--- src/rtl/arena_engine.sv ---
// Arena helper: per-direction wall collision flags, plus a collectible point that is re-placed
// pseudo-randomly after each hit. Define ARENA_SCORE_EN to enable the saturating hit counter.
module arena_engine #(
  parameter int          SCREEN_W    = 800,
  parameter int          SCREEN_H    = 600,
  parameter int          PLAYER_SIZE = 16,
  parameter int          POINT_SIZE  = 8,
  parameter int          INIT_X      = 400,
  parameter int          INIT_Y      = 200,
  parameter logic [15:0] LFSR_SEED   = 16'hACE1
) (
  input  logic       clk,
  input  logic       rst,
  input  logic [9:0] xpos,
  input  logic [9:0] ypos,
  output logic       collision_up,
  output logic       collision_down,
  output logic       collision_right,
  output logic       collision_left,
  output logic [9:0] point_x,
  output logic [9:0] point_y,
  output logic       point_hit,
  output logic [7:0] score
);

  typedef logic signed [11:0] coord_t;

  localparam coord_t PS  = coord_t'(PLAYER_SIZE);
  localparam coord_t PTS = coord_t'(POINT_SIZE);
  localparam coord_t SW  = coord_t'(SCREEN_W);
  localparam coord_t SH  = coord_t'(SCREEN_H);
  localparam coord_t ONE = 12'sd1;
  localparam coord_t TWO = 12'sd2;

  function automatic logic overlap(coord_t a0, coord_t a1, coord_t b0, coord_t b1);
    return (a0 <= b1) && (b0 <= a1);
  endfunction

  function automatic logic hits_wall(coord_t x0, coord_t x1, coord_t y0, coord_t y1);
    return (overlap(x0, x1, 12'sd200, 12'sd215) && overlap(y0, y1, 12'sd100, 12'sd399)) ||
           (overlap(x0, x1, 12'sd400, 12'sd599) && overlap(y0, y1, 12'sd300, 12'sd315)) ||
           (overlap(x0, x1, 12'sd600, 12'sd615) && overlap(y0, y1, 12'sd50,  12'sd249));
  endfunction

  typedef enum logic [0:0] {StIdle, StSearch} state_e;

  state_e      state_q, state_d;
  logic [15:0] lfsr_q;
  logic [9:0]  point_x_q, point_x_d;
  logic [9:0]  point_y_q, point_y_d;
  logic        point_hit_q, point_hit_d;

  // Player box; zero-extended to 12-bit signed so boxes near the origin go negative.
  coord_t px, py, pl_x0, pl_x1, pl_y0, pl_y1;
  assign px    = $signed({2'b00, xpos});
  assign py    = $signed({2'b00, ypos});
  assign pl_x0 = px - PS + ONE;
  assign pl_x1 = px + PS;
  assign pl_y0 = py - PS + ONE;
  assign pl_y1 = py + PS;

  assign collision_up    = hits_wall(pl_x0, pl_x1, py - PS, py + PS - ONE);
  assign collision_down  = hits_wall(pl_x0, pl_x1, py - PS + TWO, py + PS + ONE);
  assign collision_left  = hits_wall(px - PS, px + PS - ONE, pl_y0, pl_y1);
  assign collision_right = hits_wall(px - PS + TWO, px + PS + ONE, pl_y0, pl_y1);

  always_ff @(posedge clk) begin
    if (rst) begin
      lfsr_q <= LFSR_SEED;
    end else begin
      lfsr_q <= {lfsr_q[14:0], lfsr_q[15] ^ lfsr_q[13] ^ lfsr_q[12] ^ lfsr_q[10]};
    end
  end

  coord_t cx, cy, c_x0, c_x1, c_y0, c_y1;
  logic   cand_valid;
  assign cx   = $signed({2'b00, lfsr_q[9:0]});
  assign cy   = $signed({2'b00, lfsr_q[15:6]});
  assign c_x0 = cx - PTS + ONE;
  assign c_x1 = cx + PTS;
  assign c_y0 = cy - PTS + ONE;
  assign c_y1 = cy + PTS;

  assign cand_valid = (cx >= PTS - ONE) && (cx + PTS <= SW - ONE) &&
                      (cy >= PTS - ONE) && (cy + PTS <= SH - ONE) &&
                      !hits_wall(c_x0, c_x1, c_y0, c_y1) &&
                      !(overlap(c_x0, c_x1, pl_x0, pl_x1) && overlap(c_y0, c_y1, pl_y0, pl_y1));

  coord_t ptx, pty;
  logic   hit;
  assign ptx = $signed({2'b00, point_x_q});
  assign pty = $signed({2'b00, point_y_q});
  assign hit = overlap(pl_x0, pl_x1, ptx - PTS + ONE, ptx + PTS) &&
               overlap(pl_y0, pl_y1, pty - PTS + ONE, pty + PTS);

  always_comb begin
    state_d     = state_q;
    point_x_d   = point_x_q;
    point_y_d   = point_y_q;
    point_hit_d = 1'b0;
    unique case (state_q)
      StIdle: begin
        if (hit) begin
          state_d     = StSearch;
          point_hit_d = 1'b1;
        end
      end
      StSearch: begin
        // Hits are ignored here; the old point stays visible until a valid candidate appears.
        if (cand_valid) begin
          state_d   = StIdle;
          point_x_d = lfsr_q[9:0];
          point_y_d = lfsr_q[15:6];
        end
      end
      default: state_d = StIdle;
    endcase
  end

  always_ff @(posedge clk) begin
    if (rst) begin
      state_q     <= StIdle;
      point_x_q   <= 10'(INIT_X);
      point_y_q   <= 10'(INIT_Y);
      point_hit_q <= 1'b0;
    end else begin
      state_q     <= state_d;
      point_x_q   <= point_x_d;
      point_y_q   <= point_y_d;
      point_hit_q <= point_hit_d;
    end
  end

  assign point_x   = point_x_q;
  assign point_y   = point_y_q;
  assign point_hit = point_hit_q;

`ifdef ARENA_SCORE_EN
  logic [7:0] score_q;
  // point_hit_d is high exactly on the IDLE->SEARCH transition.
  always_ff @(posedge clk) begin
    if (rst) begin
      score_q <= 8'd0;
    end else if (point_hit_d && (score_q != 8'hFF)) begin
      score_q <= score_q + 8'd1;
    end
  end
  assign score = score_q;
`else
  assign score = 8'd0;
`endif

endmodule

--- config.mk ---
export PLATFORM = sky130hd
export DESIGN_NAME = arena_engine
export DESIGN_NICKNAME = d
export VERILOG_FILES = /design/src/rtl/arena_engine.sv
export SDC_FILE = /design/constraint.sdc
export NUM_CORES = 1
export LEC_CHECK = 0
export CELL_PAD_IN_SITES_DETAIL_PLACEMENT = 0
export CELL_PAD_IN_SITES_GLOBAL_PLACEMENT = 2
export CORE_ASPECT_RATIO = 1.75
export CORE_MARGIN = 2
export CORE_UTILIZATION = 35
export CTS_CLUSTER_DIAMETER = 200
export DETAILED_ROUTE_END_ITERATION = 10
export DONT_BUFFER_PORTS = 1
export PLACE_DENSITY = 0.85
export SETUP_SLACK_MARGIN = 0.15
export SLEW_MARGIN = 5
export SYNTH_ARGS = -nofsm -noshare
export SYNTH_HDL_FRONTEND = slang
export SYNTH_SLANG_ARGS = --single-unit
--- constraint.sdc ---
create_clock -name clk -period 4.6 [get_ports clk]
set_input_delay 0.69 -clock clk [delete_from_list [all_inputs] [get_ports clk]]
set_output_delay 0.69 -clock clk [all_outputs]
set_load 0.1 [all_outputs]
==> impl_metrics.csv, run 1 <==
group,metric,value,unit
detailed_routing,drtIter0Drc,603,
cells_and_area,layout-drive-gt1-share,12.43,%
power_and_ir_drop,seqPwrFrac,18.9,%
sta,rsz0062_at_grt,"no",
worst_setup_path,reg2reg_from,"lfsr_q[4]$_SDFF_PP0_",
clock_tree,cts_sinks,37,
synth,syn_inst,1315,
cells_and_area,final_cell_mix,"134 x ha_1, 92 x nand2_1, 90 x xnor2_1, 89 x buf_4, 79 x nor2_1",
sta,max_slew.worst_pin.slew,0.9987,ns
clock_tree,cts_root_buffer,"clkbuf_16",
cells_and_area,layout.cells.most_common,"ha_1",
synth,syn_avg_cell_area,7.279,sq um
cells_and_area,syn2layout_area_growth,12.48,%
synth,synth.area.mux_share,2.392,%
hold_path,min-delay-start,"rst",
synth,synth_compound_area_share,26.61,%
power_and_ir_drop,comb_power_share,58.0,%
clock_tree,cts_tree,"built",
clock_tree,clock_latency,0.30,ns
global_routing,grt.total_usage,24.01,%
sta,fin_crit,4.274,ns
global_routing,antenna_found_initial,0,
placed_design,place_area,10520,sq um
hold_path,holdPathEnd,"point_y[0]$_SDFFE_PP0P_",
worst_setup_path,worstSetupPathType,"input pin to primary output",
worst_setup_path,cp.required,3.91,ns
global_routing,grt_max_degree,34,
floorplan,dieArea,28740,sq um
hold_path,hp-class,"input pin to flip-flop",
synth,synth-seq-cells,37,
detailed_routing,wire_per_inst,20.41,microns
hold_path,hold_depth,1,
cells_and_area,regArea,742.0,sq um
floorplan,die_w,129.0,microns
sta,fmax,233.9,MHz
synth,synth-xor-area-share,12.42,%
sta,drv_slew,0,
synth,yosys.area_share.simple,26.50,%
power_and_ir_drop,finalPower,2.009,mW
synth,synth_cell_types,95,
worst_setup_path,startpoint,"ypos[4]",
clock_tree,clockBufferDepth,2,
floorplan,initial_core_util,35.29,%
worst_setup_path,reg2reg_slack,0.40,ns
run,cap_violations,0,
clock_tree,h-tree-depth,2,
clock_tree,cts_hold_buf,0,
sta,max_slew_margin,33.33,%
power_and_ir_drop,power.leakage,4.215,nW
synth,ys_seq_area_share,7.739,%
floorplan,num_io_pins,55,
detailed_routing,vias,10110,
power_and_ir_drop,intPower,1.088,mW
floorplan,core_area,27130,sq um
power_and_ir_drop,max-vdd-ir-drop,0.1229,mV
floorplan,std_cell_rows,80,
global_routing,grt_pass1_wl,54180,microns
power_and_ir_drop,switching_share,45.82,%
sta,worst_slack,0.3255,ns
placed_design,io_buffers,0,
synth,netlist_area,9572,sq um
worst_setup_path,r2r_end,"point_x[0]$_SDFFE_PP0P_",
cells_and_area,fill_cells,2866,
global_routing,grt_pass1_vias,9978,
sta,skew,0.007189,ns
cells_and_area,n_antenna_cell,0,
global_routing,grt-ovfl-total,0,
worst_setup_path,worst-r2r-cell-count,17,
synth,ys_async_sr_fraction,0,%
synth,synth-edff-count,0,
placed_design,post-dp-hpwl,28780,microns
worst_setup_path,worstSetupStartpointType,"input pin",
sta,hold_viol,0,
detailed_routing,ant_nets,0,
cells_and_area,fin_util,39.69,%
detailed_routing,vias_per_cell,5.904,
power_and_ir_drop,p_sw,0.9205,mW
global_routing,top_usage_layer,"met2",
detailed_routing,drcViolationCount,0,
cells_and_area,multiInputGateArea,8369,sq um
worst_setup_path,cp-end-kind,"primary output",
power_and_ir_drop,powerDensity,186.6,nW/um^2
sta,period_share,92.92,%
status,status,"complete, no violations",
clock_tree,cts_made_buffers,5,
detailed_routing,drt-total-wl,34970,microns
synth,synth_top_family_by_area,"compound AO/OA/AOI/OAI gates",
sta,setup_viol,0,
worst_setup_path,cp.arrival,3.58,ns
placed_design,dpl_worst_slack,0.1994,ns
global_routing,grt_use_met3,2.384,%
floorplan,die_h,222.8,microns
synth,yosys.area_share.adder,17.91,%
sta,holdWs,0.4751,ns
global_routing,use_met1,24.91,%
placed_design,gp_congestion,0.9103,
synth,synth_top_flop_cell,"dfxtp_1",
clock_tree,path_clk_slew,0.07,ns
synth,ys_warn_count,0,
cells_and_area,design_area,10770,sq um
worst_setup_path,crit_path_max_fanout,22,
detailed_routing,firstDrtPassIters,5,
power_and_ir_drop,power_frac_clock,23.1,%
global_routing,grt_util_met2,45.45,%
cells_and_area,nNetsFinal,1502,
## final cells by class
type,instances,share of cell area (%)
timing repair buffer,93,7.089
clock inverter,3,0.6043
clock buffer,5,1.162
multi-input combinational,1143,77.73
tap,369,4.288
sequential,37,6.891
inverter,63,2.231
## power groups by stage
stage                     sequential [mW]  combinational (mW)  clock (mW)
after detailed placement            0.384                1.15           0
after CTS                           0.377                1.15       0.471
after floorplan                     0.414               0.804           0
after global placement              0.384                1.14           0
after global routing                0.381                1.27       0.482
final                               0.379                1.17       0.465
## per-layer routing
| metal | vias up | part of all wire (%) |
|---|---|---|
| met2 | 258 | 53 |
| li1 | 4945 | - |
| met4 | 0 | 6.4 |
| met3 | 101 | 3.0 |
| met5 | - | 0 |
| met1 | 4809 | 37 |
## cell usage after synthesis (all sizes together) (8+ instances only)
library cell / instances / area (sq um)
ha: 137 / 1714
nand2: 92 / 345.3
xnor2: 92 / 820.8
nor2: 79 / 296.5
nand3: 70 / 362.8
a21oi: 67 / 335.3
o21ai: 67 / 335.3
inv: 61 / 229.0
clkbuf: 52 / 195.2
nor3: 45 / 235.2
xor2: 42 / 367.9
nand4: 38 / 237.7
dfxtp: 37 / 740.7
buf: 28 / 180.2
o211ai: 27 / 212.7
o21a: 23 / 173.9
nor2b: 22 / 137.6
a31oi: 20 / 125.1
nor4: 18 / 118.9
or3: 18 / 112.6
a211oi: 17 / 140.1
and3: 17 / 106.4
nand2b: 17 / 106.4
o31ai: 17 / 127.6
a21o: 15 / 112.6
and2: 13 / 81.33
mux2: 11 / 138.9
a211o: 10 / 87.58
mux2i: 9 / 90.09
o22ai: 9 / 56.30
or2: 8 / 50.05
or4: 8 / 63.81
## sequential cells by signal, summed over array words and instances (netlist names)
name,flops
lfsr_q,16
point_hit,1
point_x,9
point_y,10
state_q,1
## worst max-delay path by stage
stage | endpoint | slack (ns)
detailed placement | point_x[0]$_SDFFE_PP0P_ | 0.20
global placement | point_x[1]$_SDFFE_PP0P_ | 0.30
CTS | point_x[0]$_SDFFE_PP0P_ | 0.27
global route | point_x[2]$_SDFFE_PP0P_ | 0.11
floorplan | collision_left | -0.15
finish | collision_right | 0.33
## kinds of logic (layout without fill, tap and decap cells)
kind of cell	count (synthesis)	count (layout)
adders and majority gates	137	137
xor gates and xnor gates	134	134
muxes	20	20
other	1	8
DFF	37	37
buffers and inverters	143	164
and+or+nand+nor	477	478
AOI/OAI and AO/OA	366	366
## stage by stage
| stage | instances | setup TNS (ns) |
|---|---|---|
| 6_report | 1713 | 0 |
| 5_1_grt | 1713 | 0 |
| 4_1_cts | 1709 | 0 |
| 3_5_place_dp | 1701 | 0 |
| 3_3_place_gp | 1701 | 0 |
| 2_1_floorplan | 1322 | -0.1473 |
## worst max-delay path: stages
cell and delay (ns):
inv_1 0.06, buf_4 0.19, nor3_1 0.08, xnor2_1 0.63
nand2_1 0.33, nor3_1 0.61, a31oi_1 0.36, o211ai_1 0.25
o311ai_4 0.16, buf_12 0.20
## timing repair
| item | in CTS | in global routing |
|---|---|---|
| gates resized for setup | 0 | 5 |
| hold endpoints to repair | 0 | 0 |
| setup buffers | 0 | 3 |
| endpoints found under the setup margin | 0 | 15 |
No activity file was read; power rests on OpenSTA's default activity.
==> run 2, diff against run 1 <==
--- a/config.mk
+++ b/config.mk
@@ -5,11 +5,12 @@
 export SDC_FILE = /design/constraint.sdc
 export NUM_CORES = 1
 export LEC_CHECK = 0
+export ABC_AREA = 1
 export CELL_PAD_IN_SITES_DETAIL_PLACEMENT = 0
 export CELL_PAD_IN_SITES_GLOBAL_PLACEMENT = 2
 export CORE_ASPECT_RATIO = 1.75
 export CORE_MARGIN = 2
-export CORE_UTILIZATION = 35
+export CORE_UTILIZATION = 32
 export CTS_CLUSTER_DIAMETER = 200
 export DETAILED_ROUTE_END_ITERATION = 10
 export DONT_BUFFER_PORTS = 1
@@ -19,3 +20,4 @@
 export SYNTH_ARGS = -nofsm -noshare
 export SYNTH_HDL_FRONTEND = slang
 export SYNTH_SLANG_ARGS = --single-unit
+export TNS_END_PERCENT = 30
==> run 2 against run 1 <==
Net effect: synthesized cell count rose by 18%; via count grew 0.50%; sequential cell count unchanged; sequential power is essentially flat; cell count grew 15%; global-route usage down 1.3 points; fmax rose by 1.9%; total power shrank 11%; register-to-register slack is essentially flat.
==> impl_metrics.csv, run 2 <==
group,metric,value,unit
status,status,"complete, no violations",
detailed_routing,ant_nets,0,
synth,ys_async_sr_fraction,0,%
hold_path,hp-class,"input pin to flip-flop",
floorplan,num_io_pins,55,
floorplan,die_h,228.3,microns
clock_tree,cts_sinks,37,
worst_setup_path,crit_path_max_fanout,3,
clock_tree,cts_root_buffer,"clkbuf_16",
synth,yosys.area.top_type,"ha_1",
floorplan,core_area,28420,sq um
floorplan,std_cell_rows,82,
cells_and_area,regArea,743.2,sq um
worst_setup_path,worstSetupPathType,"flip-flop to flip-flop",
cells_and_area,largest_reg_flops,16,
worst_setup_path,r2r_end,"state_q$_SDFF_PP0_",
cells_and_area,layout-drive-gt1-share,7.952,%
worst_setup_path,reg2reg_slack,0.41,ns
detailed_routing,wire_per_inst,17.43,microns
cells_and_area,fill_cells,3283,
sta,fin_crit,4.193,ns
detailed_routing,firstDrtPassIters,5,
sta,skew,0.003760,ns
placed_design,io_buffers,0,
placed_design,gp_congestion,0.9233,
synth,synthTopCellsByCount,"387 x nand2_1, 225 x inv_1, 181 x nor2_1",
worst_setup_path,cpPeakStageDelay,1.01,ns
global_routing,grt_max_degree,25,
sta,setup_viol,0,
worst_setup_path,worstSetupStartpointType,"flip-flop",
sta,period_share,91.16,%
power_and_ir_drop,seqPwrFrac,21.2,%
floorplan,die_w,132.2,microns
cells_and_area,layout.cells.most_common,"nand2_1",
floorplan,initial_core_util,32.36,%
detailed_routing,drtIter0Drc,394,
global_routing,grt.total_usage,22.66,%
synth,netlist_area,9198,sq um
global_routing,grt-ovfl-total,0,
synth,synth_top_flop_cell,"dfxtp_1",
sta,fmax,238.5,MHz
synth,synth_cell_types,55,
global_routing,grt_pass1_wl,53870,microns
detailed_routing,vias,10160,
global_routing,antenna_found_initial,0,
placed_design,post-dp-hpwl,29490,microns
clock_tree,h-tree-depth,2,
cells_and_area,nNetsFinal,1758,
clock_tree,path_clk_slew,0.06,ns
synth,synth_top_area_share,19.05,%
cells_and_area,multiInputGateArea,7368,sq um
worst_setup_path,worst-r2r-cell-count,19,
worst_setup_path,slowest_stage,"dfxtp_1",
hold_path,min-delay-start,"rst",
hold_path,holdPathEnd,"lfsr_q[4]$_SDFF_PP0_",
synth,ys_warn_count,0,
sta,rsz0062_at_grt,"no",
worst_setup_path,crit_chain,"buf_4, inv_1, nor3_1, inv_1, nor3_1, xor2_1, inv_1, ha_1, nand2_1, nor2_1, a211oi_1, o21ai_0, nand2_1, a21boi_0, o211ai_1, nand2_1, inv_1, nand3_1, nand2_1",
worst_setup_path,cp.required,4.83,ns
cells_and_area,layoutNonFillerInstCount,1975,
sta,hold_viol,0,
clock_tree,cts_made_buffers,5,
worst_setup_path,cp-end-kind,"flip-flop",
power_and_ir_drop,switching_share,51.51,%
synth,yosysMostFrequentCell,"nand2_1",
synth,synth.area.top_cells,"ha_1 19%, nand2_1 16%, inv_1 9.2%",
clock_tree,cts_hold_buf,0,
detailed_routing,drcViolationCount,0,
hold_path,hold_depth,1,
power_and_ir_drop,max-vdd-ir-drop,0.1311,mV
cells_and_area,final_cell_mix,"387 x nand2_1, 225 x inv_1, 181 x nor2_1, 140 x ha_1, 131 x nand3_1",
cells_and_area,syn2layout_area_growth,9.713,%
detailed_routing,vias_per_cell,5.146,
detailed_routing,drt-total-wl,34430,microns
synth,syn_avg_cell_area,5.907,sq um
cells_and_area,top_register,"lfsr_q",
power_and_ir_drop,p_sw,0.9233,mW
sta,max_slew.worst_pin.slew,1.049,ns
run,cap_violations,0,
sta,tns,0,ns
synth,synth-seq-cells,37,
power_and_ir_drop,power_frac_clock,19.3,%
worst_setup_path,cp.arrival,4.43,ns
synth,synth-edff-count,0,
sta,max_slew_margin,29.95,%
worst_setup_path,reg2reg_from,"point_x[0]$_SDFFE_PP0P_",
power_and_ir_drop,comb_power_share,59.5,%
placed_design,dp_cells,1964,
sta,drv_slew,0,
synth,ys_seq_area_share,8.053,%
global_routing,grt_pass1_vias,10220,
power_and_ir_drop,powerDensity,177.6,nW/um^2
synth,syn_inst,1557,
clock_tree,clock_latency,0.29,ns
clock_tree,cts_tree,"built",
cells_and_area,n_antenna_cell,0,
floorplan,dieArea,30170,sq um
power_and_ir_drop,power.leakage,5.324,nW
power_and_ir_drop,intPower,0.8693,mW
clock_tree,clockBufferDepth,2,
==> run 2: changes by cell type after synthesis, sizes merged, moves of 46 or more <==
cell	change
nand2	+306
inv	+176
clkbuf	-46
xnor2	-76
nor2	+121
nand3	+66
==> run 2: worst max-delay path by stage <==
stage / startpoint / to / slack (ns)
2_1_floorplan: ypos[4] / collision_down / 0.37
3_3_place_gp: ypos[4] / point_y[0]$_SDFFE_PP0P_ / 0.29
3_5_place_dp: ypos[4] / point_y[9]$_SDFFE_PP0P_ / 0.22
4_1_cts: xpos[4] / collision_up / 0.36
5_1_grt: xpos[4] / point_y[4]$_SDFFE_PP0P_ / 0.18
6_report: point_x[0]$_SDFFE_PP0P_ / state_q$_SDFF_PP0_ / 0.41
==> run 2: worst max-delay path, delay by kind of cell (launching register included) <==
family                     cells  cell delay (ns)
AOI/OAI and AO/OA              4             0.72
xor gates and xnor gates       1             0.19
adders and majority gates      1             0.31
buffers and inverters          5             0.65
DFF                            1             1.01
and+or+nand+nor                8             1.25
==> run 2: what timing repair did <==
action / CTS / global route
endpoints found under the setup margin: 0 / 15
resized for setup: 0 / 2
endpoints found under the hold margin: 0 / 0
setup buffers: 0 / 3
==> run 2: power groups by stage <==
stage,Combinational [mW],Clock [mW],Sequential [mW]
after CTS,1.07,0.351,0.381
after floorplan,0.733,0,0.428
after detailed placement,1.06,0,0.388
final,1.07,0.346,0.381
after global routing,1.19,0.365,0.384
after global placement,1.06,0,0.388
==> run 2: final cells by class <==
class,instances,area share [%]
multi-input combinational,1256,73.02
tap,378,4.687
timing repair buffer,57,4.613
clock inverter,3,0.1736
inverter,239,8.903
clock buffer,5,1.240
sequential,37,7.365
==> run 2: routing by layer <==
layer	vias to the layer above	GRT usage (%)	wire length, microns
li1	5141	-	-
met1	4730	22.16	12550
met2	209	46.26	19210
met3	84	2.333	995
met4	0	10.43	1680
met5	-	0	0
==> run 2: cells by family after synthesis <==
logic type	count (synthesis)	share of synthesized area [%]
AOI/OAI and AO/OA	188	12.38
adders and majority gates	140	19.05
xor gates and xnor gates	89	8.801
and+or+nand+nor	831	39.56
buffers and inverters	271	12.12
DFF	37	8.053
other	1	0.04077
==> run 2: through the flow <==
stage | utilization (%) | hold slack (ns) | power [mW] | cell area [sq um] | setup slack [ns]
CTS | 35.42 | 0.4626 | 1.801 | 10070 | 0.3577
floorplan | - | 0.5248 | 1.161 | 9224 | 0.3737
finish | 35.51 | 0.4614 | 1.793 | 10090 | 0.4065
detailed placement | 34.92 | 0.5156 | 1.453 | 9925 | 0.2165
global route | 35.51 | 0.4578 | 1.937 | 10090 | 0.1773
global placement | 34.92 | 0.5148 | 1.448 | 9925 | 0.2916
